==> config.mk <==
export PLATFORM = sky130hd
export DESIGN_NAME = imm_decode_ctrl
export DESIGN_NICKNAME = d
export VERILOG_FILES = /design/src/rtl/imm_decode_ctrl.sv
export SDC_FILE = /design/constraint.sdc
export NUM_CORES = 1
export LEC_CHECK = 0
export ABC_AREA = 1
export CAP_MARGIN = 25
export CORE_MARGIN = 4
export CORE_UTILIZATION = 40
export DETAILED_ROUTE_END_ITERATION = 16
export PLACE_DENSITY = 0.84
export SLEW_MARGIN = 10
export SYNTH_ARGS = -nofsm -noshare
export SYNTH_HDL_FRONTEND = slang
export SYNTH_SLANG_ARGS = --single-unit
==> constraint.sdc <==
create_clock -name clk -period 1.8 [get_ports clk]
set_input_delay 0.36 -clock clk [delete_from_list [all_inputs] [get_ports clk]]
set_output_delay 0.36 -clock clk [all_outputs]
set_load 0.03 [all_outputs]
==> src/rtl/imm_decode_ctrl.sv <==
// ID-stage immediate controller: opcode decode for the external signExtend, ID/EX register with
// valid/ready, stall and flush. Optional prefix-immediate sequencing under `IMM_PREFIX_EN`.
module imm_decode_ctrl #(
  parameter int         INSTR_W = 16,
  parameter logic [3:0] PFX_OPC = 4'hF
) (
  input  logic               clk,
  input  logic               rst_n,
  input  logic               in_valid,
  output logic               in_ready,
  input  logic [INSTR_W-1:0] in_instr,
  input  logic               flush,
  output logic [1:0]         se_select,
  output logic [INSTR_W-1:0] se_in,
  input  logic [INSTR_W-1:0] se_out,
  output logic               out_valid,
  input  logic               out_ready,
  output logic [INSTR_W-1:0] out_instr,
  output logic [INSTR_W-1:0] out_imm,
  output logic               out_imm_used,
  output logic               out_illegal
);

  logic [3:0]         w_opc;
  logic [1:0]         w_sel;
  logic               w_used;
  logic               w_illegal;
  logic               w_accept;
  logic               w_beat;
  logic [INSTR_W-1:0] w_imm_next;

  logic               r_out_valid;
  logic [INSTR_W-1:0] r_out_instr;
  logic [INSTR_W-1:0] r_out_imm;
  logic               r_out_imm_used;
  logic               r_out_illegal;

  assign w_opc = in_instr[INSTR_W-1 -: 4];

`ifdef IMM_PREFIX_EN
  logic w_is_pfx;
`endif

  always_comb begin
    w_sel     = 2'b00;
    w_used    = 1'b0;
    w_illegal = 1'b0;
`ifdef IMM_PREFIX_EN
    w_is_pfx  = 1'b0;
`endif
    case (w_opc)
      4'h8, 4'h9: begin w_sel = 2'b01; w_used = 1'b1; end
      4'hA, 4'hB: begin w_sel = 2'b00; w_used = 1'b1; end
      4'hC, 4'hD: begin w_sel = 2'b10; w_used = 1'b1; end
      4'hE:       begin w_sel = 2'b11; w_used = 1'b1; end
      default:    ;
    endcase
    if (w_opc == PFX_OPC) begin
      w_sel  = 2'b00;
      w_used = 1'b0;
`ifdef IMM_PREFIX_EN
      w_is_pfx = 1'b1;
`else
      w_illegal = 1'b1;
`endif
    end
  end

  assign se_select = w_sel;
  assign se_in     = in_instr;

  assign in_ready = rst_n && !flush && (!r_out_valid || out_ready);
  assign w_accept = in_valid && in_ready;

`ifdef IMM_PREFIX_EN
  // state  | meaning
  // S_IDLE | no prefix pending, immediates come from signExtend
  // S_PFX  | prefix seen, r_pfx supplies the upper immediate byte for the next imm-type instr
  localparam logic [0:0] S_IDLE = 1'b0;
  localparam logic [0:0] S_PFX  = 1'b1;

  logic [0:0] r_state;
  logic [7:0] r_pfx;

  assign w_beat     = w_accept && !w_is_pfx;
  assign w_imm_next = !w_used           ? '0 :
                      (r_state == S_PFX) ? {r_pfx, in_instr[7:0]} : se_out;

  always_ff @(posedge clk) begin
    if (!rst_n || flush) begin
      r_state <= S_IDLE;
      r_pfx   <= 8'h00;
    end else if (w_accept) begin
      if (w_is_pfx) begin
        r_state <= S_PFX;
        r_pfx   <= in_instr[7:0];
      end else begin
        r_state <= S_IDLE;
        r_pfx   <= 8'h00;
      end
    end
  end
`else
  assign w_beat     = w_accept;
  assign w_imm_next = w_used ? se_out : '0;
`endif

  // A prefix accept carries no beat, so a concurrent drain still empties the register.
  always_ff @(posedge clk) begin
    if (!rst_n) begin
      r_out_valid    <= 1'b0;
      r_out_instr    <= '0;
      r_out_imm      <= '0;
      r_out_imm_used <= 1'b0;
      r_out_illegal  <= 1'b0;
    end else if (flush) begin
      r_out_valid <= 1'b0;
    end else if (w_beat) begin
      r_out_valid    <= 1'b1;
      r_out_instr    <= in_instr;
      r_out_imm      <= w_imm_next;
      r_out_imm_used <= w_used;
      r_out_illegal  <= w_illegal;
    end else if (out_ready) begin
      r_out_valid <= 1'b0;
    end
  end

  assign out_valid    = r_out_valid;
  assign out_instr    = r_out_instr;
  assign out_imm      = r_out_imm;
  assign out_imm_used = r_out_imm_used;
  assign out_illegal  = r_out_illegal;

endmodule
==> flow_metrics.py <==
metrics = {
    "sta": {
        "setup_ws_ps": 67.0,
        "hold_viol_final": 0,
        "period_share": 0.963,
        "fmax_mhz": 577,
        "tightest_slew_ps": 356,
        "rsz0062_at_grt": "no",
        "final.setup.tns_ps": 0,
        "drv_slew": 0,
        "fin_crit_ps": 1730,
        "setup_violations": 0,
        "skew_ps": 8.56,
        "relSlewSlack": 0.763,
    },
    "floorplanning": {
        "die_w_um": 70.4,
        "ios": 91,
        "rows": 22,
        "die-area_um2": 4950,
        "die_h_um": 70.4,
        "core_area_um2": 3720,
        "start_util": 0.419,
    },
    "grt": {
        "globalRouteTotalUtil": 0.164,
        "grt_pass1_vias": 1434,
        "grt_max_degree": 35,
        "antenna_found_initial": 0,
        "gr-total-overflow": 0,
        "grt_pass1_wl_mm": 6.60,
    },
    "detailed_routing": {
        "drc": 0,
        "wl_met1_mm": 1.58,
        "via_count": 1507,
        "dr_wl_met3_um": 370,
        "met2_length_mm": 1.98,
        "first_iter_violations": 89,
        "routed.top_layer": "met4",
        "ant_nets": 0,
        "vias_per_cell": 4.42,
        "wl_per_cell_um": 11.6,
        "routed_wl_mm": 3.94,
        "dr.pass1.iters": 4,
    },
    "setup_path": {
        "r2r_slack_ps": 560,
        "critPathLaunchType": "primary input",
        "arrival_ps": 1370,
        "critical_path.max_stage_delay_ps": 500,
        "crit_start": "in_instr[14]",
        "crit_path_top_delay_cell": "clkdlybuf4s50_1",
        "path_class": "in -> out",
        "cp-end-kind": "output pin",
        "endpoint": "se_select[0]",
        "cp_max_fo": 5,
        "path_cells": "clkdlybuf4s50_1 -> xor2_1 -> nor3_1 -> buf_4",
        "r2r_end": "out_imm[3]",
        "critPathRequiredTime_ps": 1440,
        "rr_startpoint": "out_valid",
        "r2r_cells": 6,
    },
    "synth": {
        "netlist_instances": 217,
        "synth_common_cells": "71 x nand2_1, 35 x dfxtp_1, 34 x a21oi_1",
        "synth_area_um2": 1560,
        "synth.top_cell.area_share": 0.450,
        "async_flop_share": 0,
        "synth_edf_count": 0,
        "synth_most_common_cell": "nand2_1",
        "synthDistinctLibCells": 17,
        "synthTopCellsByArea": "dfxtp_1 45%, nand2_1 17%, a21oi_1 11%",
        "synth_nets": 254,
        "yosysWarnings": 0,
        "synth_seq_cells": 35,
        "seq_area_frac_synth": 0.450,
        "postSynthAreaPerCell_um2": 7.17,
        "synth_top_area_cell": "dfxtp_1",
        "ys.flop_type": "dfxtp_1",
    },
    "pwr": {
        "pwr-share-seq": 0.483,
        "switching_share": 0.267,
        "power.density_nw_per_um2": 685,
        "combPwrFrac": 0.216,
        "p_sw_w": 0.000444,
        "power.leakage_nw": 0.994,
        "vdd_ir_drop_max_mv": 0.479,
        "p_int_w": 0.00122,
        "pwr-share-clk": 0.302,
    },
    "clocking": {
        "clock_sinks": 35,
        "clock_path_buffers": 2,
        "cts_max_level": 2,
        "cts_setup_buffers": 0,
        "clk_latency_ps": 270,
        "cts_buffers": 5,
        "root_buffer": "clkbuf_8",
        "clk_pin_slew_ps": 70,
        "cts_tree": "done",
    },
    "placement": {
        "place_congestion": 0.757,
        "place_ws_ps": 12.0,
        "port_buffers": 90,
        "post-dp-hpwl_mm": 2.94,
    },
    "cells_and_area": {
        "fin_nets": 331,
        "fill_cells": 341,
        "drive_above_1_share": 0.123,
        "antenna_cells": 0,
        "areaGrowthSynthToFinish_pct": 56.1,
    },
    "flow_run": {
        "cap_violations": 0,
    },
    "worst_hold_path": {
        "hp-class": "in -> reg",
    },
    "outcome": {
        "status": "complete, no violations",
    },
}
==> cell usage in the layout (no fill, tap or decap), types with 2 or more instances in the layout <==
| master | count |
|---|---|
| inv_1 | 22 |
| clkbuf_8 | 5 |
| dfxtp_1 | 35 |
| clkdlybuf4s50_1 | 70 |
| buf_12 | 2 |
| buf_4 | 23 |
| a21oi_1 | 34 |
| nor2_1 | 21 |
| nand2_1 | 70 |
==> flip-flops by register name, summed over array words and instances (netlist names) <==
| signal | flops |
|---|---|
| out_imm | 16 |
| out_instr | 16 |
| out_illegal | 1 |
| out_imm_used | 1 |
| out_valid | 1 |
==> critical path: cells and delay by family <==
| family | cells | cell delay, ps |
|---|---|---|
| xor+xnor | 1 | 180 |
| buf+inv | 2 | 690 |
| simple gates | 1 | 140 |
==> metal layers <==
metal / vias to the layer above / GRT usage
met1: 656 / 0.174
met4: 0 / 0.0383
met3: 2 / 0.0748
met2: 51 / 0.293
li1: 798 / -
met5: - / 0
==> how the worst min path moves through the flow <==
stage	startpoint	endpoint	slack (ps)	cells after the start
detailed placement	out_imm[7]	out_imm[7]	450	2
global route	in_instr[13]	out_instr[13]	430	3
floorplan	in_instr[0]	out_instr[0]	500	2
finish	in_instr[13]	out_instr[13]	430	3
global placement	out_imm[11]	out_imm[11]	450	2
CTS	out_imm[7]	out_imm[7]	460	2
==> logic make-up after synthesis <==
group / after synthesis / share of synthesized area
AND/OR/NAND/NOR: 95 / 0.244
buffers and inverters: 50 / 0.179
AO/OA/AOI/OAI: 36 / 0.121
flip-flops: 35 / 0.450
XOR/XNOR: 1 / 0.00563
==> timing repair <==
item                                    in CTS  in global routing
hold buffers                                 0                  0
hold endpoints to repair                     0                  0
endpoints found under the setup margin       0                  1
gates resized for setup                      0                  2
==> area by class of cell <==
class	count	area [um^2]	share of cell area
inverter	24	91.3	0.0376
clock buffer	6	72.6	0.0299
multi-input combinational	132	579	0.238
timing repair buffer	96	926	0.381
tap	48	60.1	0.0247
sequential	35	701	0.288
==> per-stage QoR <==
step	cell area [um^2]	total power (W)	hold WS, ps	instances	utilization
2_1_floorplan	1560	0.00102	503	217	-
3_3_place_gp	2350	0.00118	450	335	0.633
3_5_place_dp	2350	0.00118	454	335	0.633
4_1_cts	2420	0.00169	464	341	0.653
5_1_grt	2430	0.00174	427	341	0.654
6_report	2430	0.00166	432	341	0.654
==> power by group through the flow <==
stage / Sequential, W / Clock (W) / Combinational [W]
finish: 0.000804 / 0.000502 / 0.000359
global route: 0.000806 / 0.000552 / 0.000386
CTS: 0.000804 / 0.000523 / 0.000364
detailed placement: 0.000821 / 0 / 0.000362
global placement: 0.000821 / 0 / 0.000358
floorplan: 0.000860 / 0 / 0.000163
No activity file was read; power rests on OpenSTA's default activity.
